File: src/rtl/adc_pkg.sv
// adc_pkg: XADC code geometry and code-to-signed conversion shared by ADC-side blocks
package adc_pkg;
    localparam int XADC_CODE_W = 12;
    localparam int XADC_CODE_LSB = 4;
    function automatic logic signed [XADC_CODE_W-1:0] xadc_to_signed(
        input logic [XADC_CODE_W-1:0] code,
        input logic unipolar
    );
        return {code[XADC_CODE_W-1] ^ unipolar, code[XADC_CODE_W-2:0]};
    endfunction
endpackage

File: src/rtl/adc_sample_fifo.sv
// adc_sample_fifo: synchronous FIFO; pointers carry a wrap bit to tell full from empty, head reads 0 when empty
module adc_sample_fifo #(
    parameter int W = 16,
    parameter int LOG2 = 2
) (
    input  logic         clk,
    input  logic         reset,
    input  logic         push,
    input  logic [W-1:0] din,
    input  logic         pop,
    output logic         full,
    output logic         empty,
    output logic [W-1:0] head
);
    logic [W-1:0] mem [2**LOG2];
    logic [LOG2:0] wp, rp;
    assign empty = wp == rp;
    assign full = (wp ^ rp) == {1'b1, {LOG2{1'b0}}};
    assign head = empty ? '0 : mem[rp[LOG2-1:0]];
    always_ff @(posedge clk) begin
        if (!reset) begin
            wp <= '0;
            rp <= '0;
        end else begin
            if (push && (!full || pop)) begin
                mem[wp[LOG2-1:0]] <= din;
                wp <= wp + 1'b1;
            end
            if (pop && !empty) rp <= rp + 1'b1;
        end
    end
endmodule

File: src/rtl/adc_sample_decimator.sv
// adc_sample_decimator: converts XADC codes to signed, averages 2^DECIM_LOG2 samples with round-half-up, buffers results
module adc_sample_decimator
    import adc_pkg::*;
#(
    parameter int DECIM_LOG2 = 3,
    parameter int FIFO_LOG2 = 2,
    parameter bit UNIPOLAR = 1
) (
    input  logic        clk,
    input  logic        reset,
    input  logic [15:0] adc_data_in,
    input  logic        adc_data_valid,
    output logic [15:0] sample_out,
    output logic        sample_valid,
    input  logic        sample_ready,
    output logic        overflow,
    input  logic        clear_overflow
);
    localparam int AW = XADC_CODE_W + DECIM_LOG2;
    localparam int CW = DECIM_LOG2 > 0 ? DECIM_LOG2 : 1;
    localparam logic [CW-1:0] LAST = CW'((1 << DECIM_LOG2) - 1);
    localparam logic signed [AW-1:0] RND = AW'((1 << DECIM_LOG2) >> 1);
    logic s1_val, res_val, full, empty, pop, drop;
    logic signed [XADC_CODE_W-1:0] s1_data, res;
    logic [CW-1:0] cnt;
    logic signed [AW-1:0] acc, acc_sum, rnd, shf;
    logic [15:0] head;
    always_comb begin
        acc_sum = acc + AW'(s1_data);
        rnd = acc_sum + RND;
        shf = rnd >>> DECIM_LOG2;
    end
    assign pop = !empty && sample_ready;
    assign drop = res_val && full && !pop;
    assign sample_valid = !empty;
    assign sample_out = head;
    always_ff @(posedge clk) begin
        if (!reset) begin
            s1_val <= 1'b0;
            res_val <= 1'b0;
            cnt <= '0;
            acc <= '0;
            overflow <= 1'b0;
        end else begin
            s1_val <= adc_data_valid;
            if (adc_data_valid) s1_data <= xadc_to_signed(adc_data_in[XADC_CODE_LSB +: XADC_CODE_W], UNIPOLAR);
            res_val <= s1_val && cnt == LAST;
            if (s1_val) begin
                res <= shf[XADC_CODE_W-1:0];
                cnt <= cnt == LAST ? '0 : cnt + 1'b1;
                acc <= cnt == LAST ? '0 : acc_sum;
            end
            overflow <= drop | (overflow & ~clear_overflow);
        end
    end
    adc_sample_fifo #(.W(16), .LOG2(FIFO_LOG2)) u_fifo (
        .clk   (clk),
        .reset (reset),
        .push  (res_val),
        .din   ({res, 4'b0}),
        .pop   (pop),
        .full  (full),
        .empty (empty),
        .head  (head)
    );
endmodule

File: config.mk
export PLATFORM = sky130hd
export DESIGN_NAME = adc_sample_decimator
export DESIGN_NICKNAME = d
export VERILOG_FILES = /design/src/rtl/adc_pkg.sv /design/src/rtl/adc_sample_fifo.sv /design/src/rtl/adc_sample_decimator.sv
export SDC_FILE = /design/constraint.sdc
export NUM_CORES = 1
export LEC_CHECK = 0
export CORE_AREA = 2 2 115 140
export DETAILED_ROUTE_END_ITERATION = 8
export DIE_AREA = 0 0 117 142
export SETUP_SLACK_MARGIN = 0.4
export SYNTH_ARGS = -nofsm -noshare
export SYNTH_HDL_FRONTEND = slang
export SYNTH_HIERARCHICAL = 1
export SYNTH_SLANG_ARGS = --single-unit
File: constraint.sdc
create_clock -name clk -period 2.5 [get_ports clk]
set_input_delay 0.5 -clock clk [delete_from_list [all_inputs] [get_ports clk]]
set_output_delay 0.5 -clock clk [all_outputs]
set_load 0.01 [all_outputs]
==> results of run 1 <==
## critical path: stages, from the launching register on
cell and delay (ps):
edfxtp_1 370, ha_2 200, inv_2 60, fa_2 240, nor2b_4 60, o31a_1 320, o311a_4 370, a211oi_4 190
nand3b_1 220, a2111oi_4 340, xnor2_1 90
## flip-flops by register name (all words and copies together) (netlist names), named ones only
register,flops
overflow,1
s1_data,12
u_fifo/mem,64
res,12
u_fifo/wp,3
u_fifo/rp,3
cnt,3
s1_val,1
acc,15
res_val,1
## area by class of cell
type,instances,area (um^2),share of cell area
flip-flops and latches,117,3250,0.387
multi-input cells,279,2760,0.328
repair buffers,148,1490,0.178
clock buffers,18,429,0.0511
well taps,208,260,0.0310
clock inverters,14,161,0.0192
inverters,12,50.0,0.00596
## placed cells by master, fill, tap and decap left out, drive strengths merged, types with 12 or more instances in the layout
cell / netlist / final
buf: 9 / 130
edfxtp: 88 / 88
nor2b: 37 / 37
dfxtp: 29 / 29
ha: 22 / 22
nand2: 20 / 20
clkbuf: 7 / 19
a21oi: 18 / 18
clkdlybuf4s50: 0 / 17
xnor2: 17 / 17
mux4: 16 / 16
conb: 1 / 16
nor2: 12 / 12
## report_power, final
group	switching (mW)	internal (mW)	leakage (nW)
logic	0.397	0.451	1.78
registers	0.0337	2.15	1.04
clock network	0.872	1.55	0.277
total	1.30	4.15	3.10
## routing by layer
layer	up-vias	part of all wire
met4	0	0.018
met3	19	0.030
li1	1875	-
met5	-	0
met2	64	0.55
met1	1898	0.40
## kinds of logic after synthesis
group | synth area share
DFF | 0.580
and+or+nand+nor | 0.122
AOI/OAI and AO/OA | 0.0996
muxes | 0.0813
buffers and inverters | 0.0218
adders and majority gates | 0.0532
xor gates and xnor gates | 0.0410
other | 0.000675
## how the worst max path moves through the flow
stage               slack (ps)  cells past startpoint  startpoint      end
floorplan                   -5                     10  s1_data[0]  res[11]
global placement          -190                     10  s1_data[0]  res[11]
detailed placement        -290                     10  s1_data[0]  res[11]
CTS                       -190                     10  s1_data[0]  res[11]
global route              -340                     11  s1_data[0]  res[10]
finish                    -230                     10  s1_data[0]  res[11]
## per-stage QoR
step	hold WS (ps)	setup slack, ps	power, mW	instances
global placement	466	-190	2.82	699
CTS	506	-191	5.39	774
floorplan	459	-4.81	2.59	424
detailed placement	494	-290	2.84	699
global route	520	-340	5.66	796
finish	498	-229	5.45	796
## repair_timing
item | in CTS | in global routing
cloned | 3 | 1
resized for setup | 149 | 52
hold buffers | 0 | 0
endpoints found under the setup margin | 99 | 108
buffers inserted | 40 | 21
pin swaps | 29 | 21
==> out/qor.txt, run 1 <==
Final Hold Viols -> 0
Max-slew headroom -> 0.660
DRT Pass-1 Iters -> 4
Fillcell total -> 1242
Clock Latency Late Sink -> 420 ps
Setup tns final -> -1070 ps
Dpl hpwl -> 7460 um
Cell taking the most area after synthesis -> edfxtp_1
Busiest layer in global routing -> met2
# rows -> 50
Setup violations, final -> 7
Final #Nets -> 619
Fmax -> 366 MHz
Crit path capture type -> flip-flop
Sequential element share of the synthesized area -> 0.580
P per Cell Area -> 650 mW/mm^2
Die ar. -> 0.0166 mm^2
Worst-path clk slew -> 50 ps
Fin crit share -> 1.09
CTS root buf -> clkbuf_16
Peak VDD IR -> 0.582 mV
Worst R2R Path Depth -> 10
Count leader, synth -> edfxtp_1
Synth top area share -> 0.476
Global-route wire length before repair -> 20200 um
Post-synthesis cell count -> 409
Vias in the first global route -> 3989
Max capacitance violation total -> 0
Share of cells above drive strength 1 -> 0.442
Final WS setup -> -229 ps
DR WL/cell -> 16.1 um
DR DRC count -> 0
Die height -> 142 um
EDFF count, synth -> 88
Hold Path Class -> reg -> reg
Grt met2 use -> 0.291
Synth Flop Type -> edfxtp_1
Met1 Usage GRT -> 0.181
Post-synthesis cell type count -> 62
Post-Route WL -> 12800 um
Yosys Warn Count -> 6
Initial antenna violation count -> 0
Min Clock Period, post-route -> 2730 ps
Area grow syn2layout -> 51.2%
WHS Path Cells -> 0
Failing checks -> negative setup slack
Mapped Area -> 0.00556 mm^2
Worst Tran Pin Value -> 507 ps
Total GRT Usage -> 0.163
Worst hold start -> res[8]
I/O Buffers -> 34
WHS Endpoint -> u_fifo/mem[1][12]
Vias -> 3856
Max-slew violations -> 0
Async set-or-reset flop fraction in the synthesized netlist -> 0
Post-route ant nets -> 0
N_diodes -> 0
Worst Clk Skew -> 9.37 ps
H-tree depth -> 4
Max Buffers Root-to-Sink -> 2
Status -> finished, violations left
IO Count -> 39
Synthesized flop and latch total -> 117
Startpoint Class -> flip-flop
# clock sinks -> 117
Overflow after GRT -> 0
Syn Area/Cell -> 13.6 um^2
M3 GR Usage -> 0.0413
Vias/cell -> 4.84
Final cell utilization of the core -> 0.548
RSZ-0062 raised after global routing -> true
Worst r2r src -> s1_data[0]
Final Wtd Congestion -> 0.874
Required time of the critical path -> 2660 ps
Worst R2R Setup Slack -> -230 ps
Largest net degree at the start of global routing -> 18
CTS tree -> yes
Post-route cell area -> 0.00840 mm^2
Initial Util -> 0.362
Synth area leaders -> edfxtp_1, dfxtp_1, mux4_2
Core Box Area -> 0.0153 mm^2
Reg-to-Reg End -> res[11]
Instance area at placement -> 0.00662 mm^2
Commonest cells post-synth -> edfxtp_1, nor2b_1, dfxtp_1
Crit path max fanout -> 4
Die X -> 117 um
Initial DRC count -> 173
TritonCTS buffer count -> 17
P_leak -> 3.10 nW
CP Class -> reg -> reg
Worst EP arrival -> 2890 ps
(Power assumes the default switching activity.)
==> run 2: changes to the inputs <==
CELL_PAD_IN_SITES_DETAIL_PLACEMENT = 2   (was default)
CELL_PAD_IN_SITES_GLOBAL_PLACEMENT = 2   (was default)
GPL_ROUTABILITY_DRIVEN = 1   (was default)
PLACE_DENSITY_LB_ADDON = 0.1   (was default)
==> run 2 against run 1 <==
  * The flow still finishes with violations (negative setup slack)
  * Clock power decreased by 5%
  * Global-route usage increased by 4.6 points
  * Via count rose by 1.9%
  * Clock skew is 2.3 ps higher
  * Combinational power decreased by 2.8%
  * Utilization is 1.8 points lower
  * Maximum frequency is 5.2% lower
  * Critical path type unchanged
  * Critical endpoint unchanged
  * Largest power group unchanged
==> out/qor.txt, run 2 (synthesized netlist as in run 1, its figures left out) <==
Total GRT Usage -> 0.208
CTS root buf -> clkbuf_16
Final WS setup -> -379 ps
Finished Layout Cells -> 780
CP Class -> reg -> reg
Final Wtd Congestion -> 0.780
Worst hold start -> res[4]
Initial antenna violation count -> 0
I/O Buffers -> 34
Crit path capture type -> flip-flop
Clock Latency Late Sink -> 430 ps
TritonCTS buffer count -> 17
Worst Tran Pin Value -> 568 ps
DR top layer -> met4
Worst R2R Setup Slack -> -380 ps
Dpl hpwl -> 10000 um
Largest net degree at the start of global routing -> 19
DRT Pass-1 Iters -> 5
DR DRC count -> 0
Core Box Area -> 0.0153 mm^2
Worst Clk Skew -> 11.7 ps
Status -> finished, violations left
Global-route wire length before repair -> 25400 um
Fmax -> 347 MHz
Fin Hold WS -> 522 ps
Clock share of power -> 0.433
Worst R2R Path Depth -> 12
Worst EP arrival -> 3030 ps
Sequential power share -> 0.412
Area grow syn2layout -> 46.1%
Met2 wire length -> 9420 um
Max-slew violations -> 0
Post-Route WL -> 16400 um
Peak VDD IR -> 0.460 mV
Share of cells above drive strength 1 -> 0.423
Sw frac -> 0.258
Dpl ws -> -393 ps
DR WL/cell -> 21.0 um
IO Count -> 39
Failing checks -> negative setup slack
Worst r2r src -> s1_data[0]
Placed instance count -> 708
Max-slew headroom -> 0.619
Combinational share of power -> 0.155
NetSw -> 1.37 mW
Final Hold Viols -> 0
Post-route ant nets -> 0
Vias in the first global route -> 4554
Leading cell type in the layout, fill and taps excluded -> edfxtp_1
Die height -> 142 um
Worst setup path endpoint -> res[11]
Required time of the critical path -> 2650 ps
Die X -> 117 um
Initial DRC count -> 180
Fillcell total -> 1445
Fin crit share -> 1.15
DRT met1 WL -> 6260 um
Max stage delay on crit path -> 380 ps
Max reg flops -> 64
Int Power -> 3.95 mW
Hold Buf Count CTS -> 0
Crit path cell chain -> ha_2, inv_2, fa_2, nor2b_4, buf_4, o31a_1, o311a_4, a211oi_4, nand3b_1, buf_6, a2111oi_4, xnor2_1
# clock sinks -> 117
CTS tree -> yes
Commonest non-fill, non-tap cells in the layout -> edfxtp_1, buf_4, buf_6
N_diodes -> 0
# rows -> 50
Startpoint Class -> flip-flop
RSZ-0062 raised after global routing -> true
Initial Util -> 0.362
Max Buffers Root-to-Sink -> 2
Min Clock Period, post-route -> 2880 ps
Worst-path clk slew -> 50 ps
Vias/cell -> 5.04
P per Cell Area -> 655 mW/mm^2
Reg-to-Reg End -> res[11]
Vias -> 3928
H-tree depth -> 4
Die ar. -> 0.0166 mm^2
Overflow after GRT -> 0
Slowest CP cell -> edfxtp_1
P_leak -> 2.97 nW
Final #Nets -> 603
Setup violations, final -> 8
Setup tns final -> -1810 ps
Pwr Total -> 5.32 mW
Crit path max fanout -> 3
Crit path from -> s1_data[0]
Hold Path Class -> reg -> reg
WL met3 -> 362 um
Max capacitance violation total -> 0
==> run 2: worst min path at each step <==
stage               slack [ps]  depth (start not counted)                end
floorplan                  460                          0  u_fifo/mem[0][10]
global placement           470                          0  u_fifo/mem[2][12]
detailed placement         500                          0  u_fifo/mem[2][12]
CTS                        510                          0   u_fifo/mem[1][4]
global route               540                          2       u_fifo/wp[2]
finish                     520                          0   u_fifo/mem[0][8]
==> run 2: critical path, delay by kind of cell (launching register included) <==
family          cells  cell delay, ps
xor+xnor            1             130
buf+inv             3             340
fa+ha+maj           2             440
flops               1             380
compound gates      4            1100
simple gates        2             220
==> run 2: what timing repair did <==
item                                   in CTS  in global routing
endpoints found under the hold margin       0                  0
setup endpoints to repair                 105                108
pin swaps                                  29                  8
buffers inserted                           30                  9
cloned                                      1                  0
gates resized for setup                   134                 42
==> run 2: power by group through the flow <==
stage / registers [mW] / logic (mW) / clock network (mW)
5_1_grt: 2.20 / 0.894 / 2.42
3_3_place_gp: 2.22 / 0.643 / 0
6_report: 2.19 / 0.824 / 2.30
3_5_place_dp: 2.23 / 0.679 / 0
4_1_cts: 2.19 / 0.781 / 2.32
2_1_floorplan: 2.21 / 0.377 / 0
==> run 2: area by class of cell <==
cell class	instances	area, um^2	share of cell area
multi-input cells	279	2730	0.336
inverters	12	45.0	0.00555
clock buffers	18	439	0.0541
clock inverters	14	111	0.0137
well taps	208	260	0.0321
flip-flops and latches	117	3240	0.399
repair buffers	132	1300	0.160
==> run 2: through the flow <==
stage | utilization | instance area [um^2]
after detailed placement | 0.438 | 6710
after global routing | 0.530 | 8120
after global placement | 0.438 | 6710
after CTS | 0.510 | 7820
after floorplan | - | 5700
final | 0.530 | 8120
==> run 2: metal layers <==
metal	track usage	vias to the layer above
li1	-	1830
met1	0.223	2012
met2	0.396	61
met3	0.0456	25
met4	0.0706	0
met5	0	-
==> run 3: changes to the inputs <==
CTS_CLUSTER_DIAMETER = 200   (was default)
GPL_ROUTABILITY_DRIVEN = 0   (was 1)
SKIP_LAST_GASP = 1   (was default)
==> run 3 against run 2 <==
  * Sequential cell count unchanged
  * Die area unchanged
  * The flow still finishes with violations (negative setup slack)
  * Register-to-register slack got worse by 20 ps
  * Utilization decreased by 0.51 points
  * Worst hold slack got worse by 12 ps
  * Via count increased by 2.6%
  * Critical path depth decreased by 1
  * Non-clock buffer count unchanged
  * Sequential power about the same
  * Global-route usage increased by 0.79 points
==> out/qor.txt, run 3 (synthesized netlist as in run 1, its figures left out) <==
Status -> finished, violations left
Failing checks -> negative setup slack
Worst Clk Skew -> 10.7 ps
Final cell utilization of the core -> 0.524
Initial Util -> 0.362
Dpl ws -> -393 ps
Leading cell type in the layout, fill and taps excluded -> edfxtp_1
RSZ-0062 raised after global routing -> true
Startpoint Class -> flip-flop
I/O Buffers -> 34
Die ar. -> 0.0166 mm^2
Crit path capture type -> flip-flop
# clock sinks -> 117
CP Class -> reg -> reg
Fin crit share -> 1.16
Fmax -> 344 MHz
Min Clock Period, post-route -> 2900 ps
CTS root buf -> clkbuf_16
Vias/cell -> 5.17
Core Box Area -> 0.0153 mm^2
Required time of the critical path -> 2640 ps
Max reg flops -> 64
# rows -> 50
Final WS setup -> -403 ps
Hold Path Class -> reg -> reg
Overflow after GRT -> 0
Largest net degree at the start of global routing -> 19
DRT Pass-1 Iters -> 4
P per Cell Area -> 664 mW/mm^2
Fin Hold WS -> 510 ps
Initial antenna violation count -> 0
IO Count -> 39
Share of cells above drive strength 1 -> 0.416
Final #Nets -> 603
DR WL/cell -> 23.1 um
Max-slew violations -> 0
Worst Tran Pin Value -> 507 ps
Worst EP arrival -> 3050 ps
Clock Latency Late Sink -> 420 ps
Post-route ant nets -> 0
N_diodes -> 0
Peak VDD IR -> 0.337 mV
H-tree depth -> 4
Max capacitance violation total -> 0
P_leak -> 2.92 nW
Setup violations, final -> 11
Die height -> 142 um
Commonest non-fill, non-tap cells in the layout -> edfxtp_1, buf_4, nor2b_1
Die X -> 117 um
CTS tree -> yes
Area grow syn2layout -> 44.7%
DR DRC count -> 0
Vias in the first global route -> 4607
Max Buffers Root-to-Sink -> 2
Final Hold Viols -> 0
Dpl hpwl -> 10000 um
Crit path max fanout -> 3
Worst-path clk slew -> 60 ps
Vias -> 4031
Post-Route WL -> 18000 um
Max-slew headroom -> 0.661
TritonCTS buffer count -> 17
Initial DRC count -> 187
Pwr Total -> 5.34 mW
Global-route wire length before repair -> 26300 um
Total GRT Usage -> 0.216
Hold Buf Count CTS -> 0
## run 3: worst max-delay path: stages (launching register included)
cell and delay, ps:
edfxtp_1 380, ha_2 210, inv_2 60, fa_2 230
nor2b_4 60, buf_4 130, o31a_1 330, o311a_4 370
a211oi_4 190, nand3b_1 240, a2111oi_4 290, xnor2_1 140
## run 3: cell type report
| cell class | count | area, um^2 |
|---|---|---|
| flip-flops and latches | 117 | 3240 |
| clock buffers | 18 | 439 |
| fillers | 1446 | 7290 |
| repair buffers | 132 | 1250 |
| inverters | 12 | 45.0 |
| clock inverters | 14 | 111 |
| well taps | 208 | 260 |
| multi-input cells | 279 | 2700 |
## run 3: metrics by stage
step	cells	TNS, ps	area [um^2]
6_report	780	-2180	8040
5_1_grt	780	-3460	8040
4_1_cts	771	-1860	7750
3_5_place_dp	708	-1750	6710
3_3_place_gp	708	-1040	6710
2_1_floorplan	424	-4.81	5700
## run 3: path summary, 6_finish.rpt
| kind | startpoint | endpoint | slack (ps) | depth (start not counted) |
|---|---|---|---|---|
| setup / recovery | s1_data[0] | res[11] | -400 | 11 |
| hold / removal | res[4] | u_fifo/mem[1][8] | 510 | 0 |
| setup reg to reg | s1_data[0] | res[11] | -400 | 11 |
| hold reg to reg | res[4] | u_fifo/mem[1][8] | 510 | 0 |
## run 3: metal layers
layer  track usage  vias to the layer above  share of wire
met5             0                        -              0
met4        0.0799                        0          0.027
met3        0.0460                       32          0.026
met2         0.408                      100           0.56
met1         0.232                     2066           0.39
li1              -                     1833              -
## run 3: report_power, final
part           total, mW  internal [mW]  switching (mW)
Combinational      0.832          0.407           0.424
Clock               2.31           1.38           0.928
Sequential          2.20           2.15          0.0422
Total               5.34           3.94            1.40
## run 3: repair_timing
item                                    4_1_cts  5_1_grt
cloned                                        1        0
pin swaps                                    29        7
buffers inserted                             30        9
endpoints found under the setup margin      105      110
gates resized for setup                     109       55
